## src/rtl/rst_strap_seq.sv

```systemverilog
`timescale 1ns/1ps
// rst_strap_seq: merges button, JTAG srst and PLL lock into one debounced,
//   stretched system reset, and latches the boot straps on every release.
// Latency: release 2+DebounceCycles+StretchCycles edges after the sources go
//   clean; assertion from RUN two edges after the source falls. No backpressure.
// Ports:
//   clk_i, rst_ni        clock and power-on reset (async, active-low)
//   ext_rst_ni           board button, async, active-low
//   jtag_srst_ni         JTAG system reset, async, active-low
//   pll_locked_i         clock generator lock, async
//   strap_spi_i/boot_i   strap pins, async
//   rst_sys_no           registered system reset to the core, active-low
//   strap_spi_o/boot_o   straps latched at the last release
//   strap_valid_o        straps latched and system out of reset
//   rst_cause_o          last cause: 00 POR, 01 button, 10 JTAG, 11 PLL unlock
module rst_strap_seq #(
  parameter int unsigned DebounceCycles = 1000,
  parameter int unsigned StretchCycles  = 32,
  parameter int unsigned CntW           = 16
) (
  input  logic       clk_i,
  input  logic       rst_ni,
  input  logic       ext_rst_ni,
  input  logic       jtag_srst_ni,
  input  logic       pll_locked_i,
  input  logic       strap_spi_i,
  input  logic       strap_boot_i,
  output logic       rst_sys_no,
  output logic       strap_spi_o,
  output logic       strap_boot_o,
  output logic       strap_valid_o,
  output logic [1:0] rst_cause_o
);

  localparam logic [CntW-1:0] DebLast = CntW'(DebounceCycles - 1);
  localparam logic [CntW-1:0] StrLast = CntW'(StretchCycles - 1);

  localparam logic [1:0] CausePll  = 2'b11;
  localparam logic [1:0] CauseJtag = 2'b10;
  localparam logic [1:0] CauseBtn  = 2'b01;

  typedef enum logic [1:0] {
    ST_HOLD    = 2'd0,
    ST_STRETCH = 2'd1,
    ST_RUN     = 2'd2
  } state_e;

  // Bit order: {strap_boot, strap_spi, lock, srst, ext}
  logic [4:0] sync_in;
  logic [4:0] sync1_q;
  logic [4:0] sync2_q;

  assign sync_in = {strap_boot_i, strap_spi_i, pll_locked_i, jtag_srst_ni, ext_rst_ni};

  // Flops reset to 0 so the reset sources read as "active" until the
  // synchronizer has flushed real pin values through.
  always_ff @(posedge clk_i or negedge rst_ni) begin
    if (!rst_ni) begin
      sync1_q <= '0;
      sync2_q <= '0;
    end else begin
      sync1_q <= sync_in;
      sync2_q <= sync1_q;
    end
  end

  logic ext_s, srst_s, lock_s, strap_spi_s, strap_boot_s;
  assign ext_s        = sync2_q[0];
  assign srst_s       = sync2_q[1];
  assign lock_s       = sync2_q[2];
  assign strap_spi_s  = sync2_q[3];
  assign strap_boot_s = sync2_q[4];

  logic       req;
  logic [1:0] req_cause;

  assign req = !ext_s || !srst_s || !lock_s;

  // Several simultaneous sources: PLL unlock wins, then JTAG, then button.
  always_comb begin
    req_cause = CauseBtn;
    if (!lock_s) begin
      req_cause = CausePll;
    end else if (!srst_s) begin
      req_cause = CauseJtag;
    end
  end

  state_e          state_q, state_d;
  logic [CntW-1:0] cnt_q, cnt_d;
  logic            rst_sys_q, rst_sys_d;
  logic            valid_q, valid_d;
  logic            spi_q, spi_d;
  logic            boot_q, boot_d;
  logic [1:0]      cause_q, cause_d;

  always_comb begin
    state_d   = state_q;
    cnt_d     = cnt_q;
    rst_sys_d = rst_sys_q;
    valid_d   = valid_q;
    spi_d     = spi_q;
    boot_d    = boot_q;
    cause_d   = cause_q;

    case (state_q)
      ST_HOLD: begin
        rst_sys_d = 1'b0;
        valid_d   = 1'b0;
        if (req) begin
          cnt_d = '0;
        end else if (cnt_q == DebLast) begin
          state_d = ST_STRETCH;
          cnt_d   = '0;
        end else begin
          cnt_d = cnt_q + CntW'(1);
        end
      end

      ST_STRETCH: begin
        rst_sys_d = 1'b0;
        valid_d   = 1'b0;
        if (req) begin
          state_d = ST_HOLD;
          cnt_d   = '0;
          cause_d = req_cause;
        end else if (cnt_q == StrLast) begin
          // Straps, valid and reset release all move on the same edge.
          state_d   = ST_RUN;
          cnt_d     = '0;
          rst_sys_d = 1'b1;
          valid_d   = 1'b1;
          spi_d     = strap_spi_s;
          boot_d    = strap_boot_s;
        end else begin
          cnt_d = cnt_q + CntW'(1);
        end
      end

      ST_RUN: begin
        rst_sys_d = 1'b1;
        valid_d   = 1'b1;
        // No debounce on assertion: one synchronized low cycle is enough.
        if (req) begin
          state_d   = ST_HOLD;
          cnt_d     = '0;
          rst_sys_d = 1'b0;
          valid_d   = 1'b0;
          cause_d   = req_cause;
        end
      end

      default: begin
        state_d   = ST_HOLD;
        cnt_d     = '0;
        rst_sys_d = 1'b0;
        valid_d   = 1'b0;
      end
    endcase
  end

  always_ff @(posedge clk_i or negedge rst_ni) begin
    if (!rst_ni) begin
      state_q   <= ST_HOLD;
      cnt_q     <= '0;
      rst_sys_q <= 1'b0;
      valid_q   <= 1'b0;
      spi_q     <= 1'b0;
      boot_q    <= 1'b0;
      cause_q   <= 2'b00;
    end else begin
      state_q   <= state_d;
      cnt_q     <= cnt_d;
      rst_sys_q <= rst_sys_d;
      valid_q   <= valid_d;
      spi_q     <= spi_d;
      boot_q    <= boot_d;
      cause_q   <= cause_d;
    end
  end

  assign rst_sys_no    = rst_sys_q;
  assign strap_spi_o   = spi_q;
  assign strap_boot_o  = boot_q;
  assign strap_valid_o = valid_q;
  assign rst_cause_o   = cause_q;

endmodule

```

## config.mk

```make
export PLATFORM = sky130hd
export DESIGN_NAME = rst_strap_seq
export DESIGN_NICKNAME = d
export VERILOG_FILES = /design/src/rtl/rst_strap_seq.sv
export SDC_FILE = /design/constraint.sdc
export NUM_CORES = 1
export LEC_CHECK = 0
export ABC_CLOCK_PERIOD_IN_PS = 2600
export BUFFER_PORTS_ARGS = -buffer_cell sky130_fd_sc_hd__buf_2
export CORE_ASPECT_RATIO = 1.2
export CORE_UTILIZATION = 40
export CTS_CLUSTER_DIAMETER = 60
export DETAILED_ROUTE_END_ITERATION = 12
export PLACE_DENSITY_LB_ADDON = 0.2
export SETUP_SLACK_MARGIN = 0.15
export SKIP_CTS_REPAIR_TIMING = 1
export SYNTH_ARGS = -nofsm -noshare
export SYNTH_HDL_FRONTEND = slang
export SYNTH_SLANG_ARGS = --single-unit
```

## constraint.sdc

```tcl
create_clock -name clk_i -period 2.6 [get_ports clk_i]
set_input_delay 0 -clock clk_i [delete_from_list [all_inputs] [get_ports clk_i]]
set_output_delay 0 -clock clk_i [all_outputs]
set_load 0.005 [all_outputs]
```

; ---- Yosys cells after proc, flatten, opt, wreduce, memory -nomap -nowiden
; Cells that the tools add are included.
[totals]
reg_bits = 33
out_inout_bits = 6
word_cells = 46
[op_classes]
add_sub_neg = 1
eq_ne = 8
muxes = 18
bitwise = 1
n_reduce_logical = 10
[ops]
columns = operator, n
row1 = $mux 16, 5
row2 = $pmux 16 s3, 1
row3 = $add 16x1->16 const B, 1
row4 = $eq 16x10->1 const B, 1
row5 = $eq 16x5->1 const B, 1
row6 = $mux 2, 7
row7 = $ne 2x2->1 const B, 3
row8 = $pmux 2 s3, 1
row9 = $reduce_and 4->1, 1
row10 = $logic_not 1->1, 3
row11 = $mux 1, 3
row12 = $ne 3x3->1 const B, 1
row13 = $reduce_and 3->1, 1
row14 = $eq 2x1->1 const B, 1
row15 = $eq 2x2->1 const B, 1
row16 = $logic_not 2->1, 1
row17 = $logic_or 1x1->1, 2
row18 = $pmux 1 s2, 1
row19 = $reduce_and 2->1, 1
row20 = $reduce_or 2->1, 1
row21 = $not 1->1, 1

; ---- Depth between registers and ports, before layout
[depth]
depth_word = 5
mapped_depth = 8
depth_no_buf = 7

; ---- Worst setup path before layout
; No wires, ideal clock.
[synth_path]
kind = register -> register
startpoint = register cnt_q[0]
endpoint = register boot_q (netlist: strap_boot_o)
t_arrival_ns = 1.650
required_ns = 2.472
setup_slack_ns = 0.823
path_stages_with_launch = 6
cell_sequence = dfrtp_1 > ha_1 > nor4bb_4 > nand4_1 > nor3_2 > mux2_1
[synth_via]
elab_chain_cells = 2
[synth_rtl]
columns = element, line_no
row1 = start: declaration, 90  ; logic [CntW-1:0] cnt_q, cnt_d;
row2 = start signal: assignment, 173  ; cnt_q <= cnt_d;
row3 = $eq 16x5->1, 127  ; end else if (cnt_q == StrLast) begin
row4 = $reduce_and 3->1 (no line), --
row5 = end signal: assignment, 177  ; boot_q <= boot_d;
row6 = end: declaration, 94  ; logic boot_q, boot_d;
; Every way passes these cells.
; A chain may end at the register's enable or synchronous reset.

; ---- Worst setup path after layout
[layout_path]
startpoint = register cnt_q[0]
endpoint = register cnt_q[13]
[layout_via]
elab_chain_cells = 4
[layout_rtl]
columns = element, line_no
row1 = "$add 16x1->16, or another cell as far along", "116, 136"
row2 = "$mux 16, on equally long branches", "127, 112"
row3 = "$mux 16, on equally long branches", "123, 110"
row4 = $pmux 16 s3 (*), 106  ; case (state_q)
; Mark *: on every way between the ends. The rest lies on a longest branch, timed or not.

==> results.yml <==
outcome:
  outcome: "finished, final reports clean"
floorplanning:
  initial_core_util: 0.422
  die-area_um2: 4450
  die_height_um: 72.9
  io_pins: 13
  row_count: 25
  core_area_um2: 3970
  die_w_um: 61.1
pwr:
  p_switching_mw: 0.214
  power_frac_seq: 0.466
  combPwrFrac: 0.031
  p_int_mw: 0.917
  vdd_drop_max_mv: 0.364
  p_leak_nw: 0.844
  clock_power_share: 0.503
  p_per_area_nw_per_um2: 579
  swShare: 0.189
detailed_routing:
  routedWlPerCell_um: 14.0
  wl_um: 3230
  initialDrtViolationCount: 83
  drc_errors: 0
  vias_per_cell: 5.54
  drt.antenna.violating_nets: 0
  firstDrtPassIters: 4
  dr_total_vias: 1274
setup_path:
  cpMaxStageDelayCell: "a21oi_4"
  r2r_end: "cnt_q[13]"
  end_kind: "flop"
  start_kind: "flop"
  rr_startpoint: "cnt_q[0]"
  critPathMaxFanout: 18
  crit_type: "reg2reg"
  r2r_slack_ns: 0.53
  slowest_delay_ns: 0.44
  crit_required_ns: 2.81
  r2r_cells: 6
  cp.arrival_ns: 2.28
  cp_cell_sequence: "ha_1 > nor4bb_4 > a41o_2 > a21oi_4 > o21ai_0 > a31oi_1"
sta:
  fin_setup_tns_ns: 0
  slew_viol_final: 0
  maxSlewHeadroom: 0.520
  fmax_mhz: 483
  hold_violations: 0
  period_share: 0.796
  finalWorstSetupSlack_ns: 0.530
  worstMarginPinSlew_ns: 0.720
  layout_min_cycle_time_ns: 2.07
  setup_viol: 0
  rsz0062_at_grt: "false"
  clock_skew_ns: 0.00308
synth:
  synth_top_area_frac: 0.493
  async_flop_share: 1.00
  yosysWarnings: 0
  synth_cells: 155
  synth_commonest_cells: "dfrtp_1 (33), nand2_1 (15), nor2_1 (10)"
  syn_area_per_cell_um2: 10.8
  synth_top_area_cell: "dfrtp_1"
  synthesis.nets: 166
  netlist_area_um2: 1680
  synth_seq_cells: 33
  synth.area.top_cells: "dfrtp_1 (49%), nand2_1 (3.4%), a22o_1 (3.1%)"
  yosys.cell_types.count: 44
  synth_edf_count: 0
  yosys.cell_count.top_type: "dfrtp_1"
  ys.flop_type: "dfrtp_1"
  ys_seq_area_frac: 0.493
placed_design:
  post-place-ws_ns: 0.535
  io_buffers: 12
  place.gp.congestion: 0.814
  placed_cell_area_um2: 1760
  dpl.hpwl_um: 2360
hold_path:
  hold_path_class: "in2async"
grt:
  grt_pass1_vias: 1281
  grt_start_max_net_pins: 34
  overflow: 0
  grt_pass1_wl_um: 5670
  antenna_found_initial: 0
  gr-usage-all-layers: 0.175
final_layout:
  nNetsFinal: 186
  areaGrowthSynthToFinish_pct: 16.5
  fin_area_um2: 1950
  drive_above_1_share: 0.216
  fillers: 377
  n_antenna_cell: 0
clock_network:
  cts_tree: "done"
  cts_buffer_depth: 2
  htree_levels: 2
  cts_sinks: 33
  root_buffer: "clkbuf_8"
  cts-buffers-inserted: 5
  clkTransAtPathRegs_ns: 0.07
  insertion_delay_ns: 0.29
run:
  cap_violations: 0
-- per-stage QoR --
stage / util / power (mW) / instances / hold WS, ns
after floorplan: - / 0.548 / 155 / -0.296
after global placement: 0.443 / 0.564 / 216 / 0.0913
after detailed placement: 0.443 / 0.565 / 216 / 0.0981
after CTS: 0.476 / 1.14 / 224 / -0.221
after global routing: 0.491 / 1.17 / 230 / 0.347
final: 0.491 / 1.13 / 230 / 0.300
-- metal layers --
| layer | vias to the layer above | GRT usage | share of wire |
|---|---|---|---|
| met1 | 627 | 0.200 | 0.43 |
| met5 | - | 0 | 0 |
| li1 | 616 | - | - |
| met3 | 9 | 0.0372 | 0.028 |
| met2 | 22 | 0.302 | 0.52 |
| met4 | 0 | 0.0859 | 0.025 |
-- worst max-delay path: cells and delay by family (launching register included) --
family | cells | cell delay, ns
flops | 1 | 0.41
simple gates | 1 | 0.19
fa+ha+maj | 1 | 0.26
compound gates | 4 | 1.12
-- cell usage in the layout (no fill, tap or decap), drive strengths merged, types with 2 or more instances in the layout --
| cell type | instances |
|---|---|
| a31oi | 8 |
| dfrtp | 33 |
| nor2b | 2 |
| a41oi | 3 |
| bufinv | 2 |
| xnor2 | 2 |
| dlygate4sd3 | 6 |
| a22o | 6 |
| nand2b | 2 |
| nor4 | 2 |
| nor2 | 10 |
| nor4bb | 2 |
| nand3 | 5 |
| a21o | 3 |
| o21ai | 8 |
| nand2 | 17 |
| a21oi | 8 |
| inv | 8 |
| clkbuf | 5 |
| mux2 | 3 |
| and4 | 2 |
| ha | 4 |
| nor3 | 7 |
| buf | 12 |
| nand4 | 5 |
| a41o | 3 |
| clkinv | 2 |
-- final cells by class --
class | count | area, um2 | area share
clock buffers | 5 | 68.8 | 0.0353
clock inverters | 3 | 65.1 | 0.0333
inverters | 9 | 35.0 | 0.0179
multi-input cells | 108 | 769 | 0.394
flip-flops and latches | 33 | 826 | 0.423
well taps | 54 | 67.6 | 0.0346
repair buffers | 18 | 120 | 0.0615
-- power by group through the flow --
stage / sequential [mW] / clock, mW / combinational (mW)
2_1_floorplan: 0.535 / 0 / 0.0131
3_3_place_gp: 0.536 / 0 / 0.0289
3_5_place_dp: 0.536 / 0 / 0.0295
4_1_cts: 0.526 / 0.587 / 0.0296
5_1_grt: 0.527 / 0.603 / 0.0407
6_report: 0.526 / 0.569 / 0.0355
-- worst max path at each step --
| stage | endpoint | cells after the start | start |
|---|---|---|---|
| 2_1_floorplan | strap_boot_o | 5 | cnt_q[0] |
| 6_report | cnt_q[13] | 6 | cnt_q[0] |
| 4_1_cts | cnt_q[13] | 6 | cnt_q[0] |
| 3_3_place_gp | cnt_q[13] | 6 | cnt_q[0] |
| 5_1_grt | cnt_q[12] | 6 | cnt_q[0] |
| 3_5_place_dp | cnt_q[13] | 6 | cnt_q[0] |
-- cell families after synthesis --
family	share of synthesized area
AND/OR/NAND/NOR	0.205
flip-flops	0.493
AO/OA/AOI/OAI	0.188
buffers and inverters	0.0478
XOR/XNOR	0.0105
multiplexers	0.0261
adder cells (fa/ha/maj)	0.0299
-- flip-flops by register name (all words and copies together), names as in the netlist --
register	flops
cnt_q	16
sync1_q	5
strap_spi_o	1
state_q	2
rst_cause_o	2
strap_valid_o	1
sync2_q	5
strap_boot_o	1
Note: power is estimated with default switching activity, not from simulation.
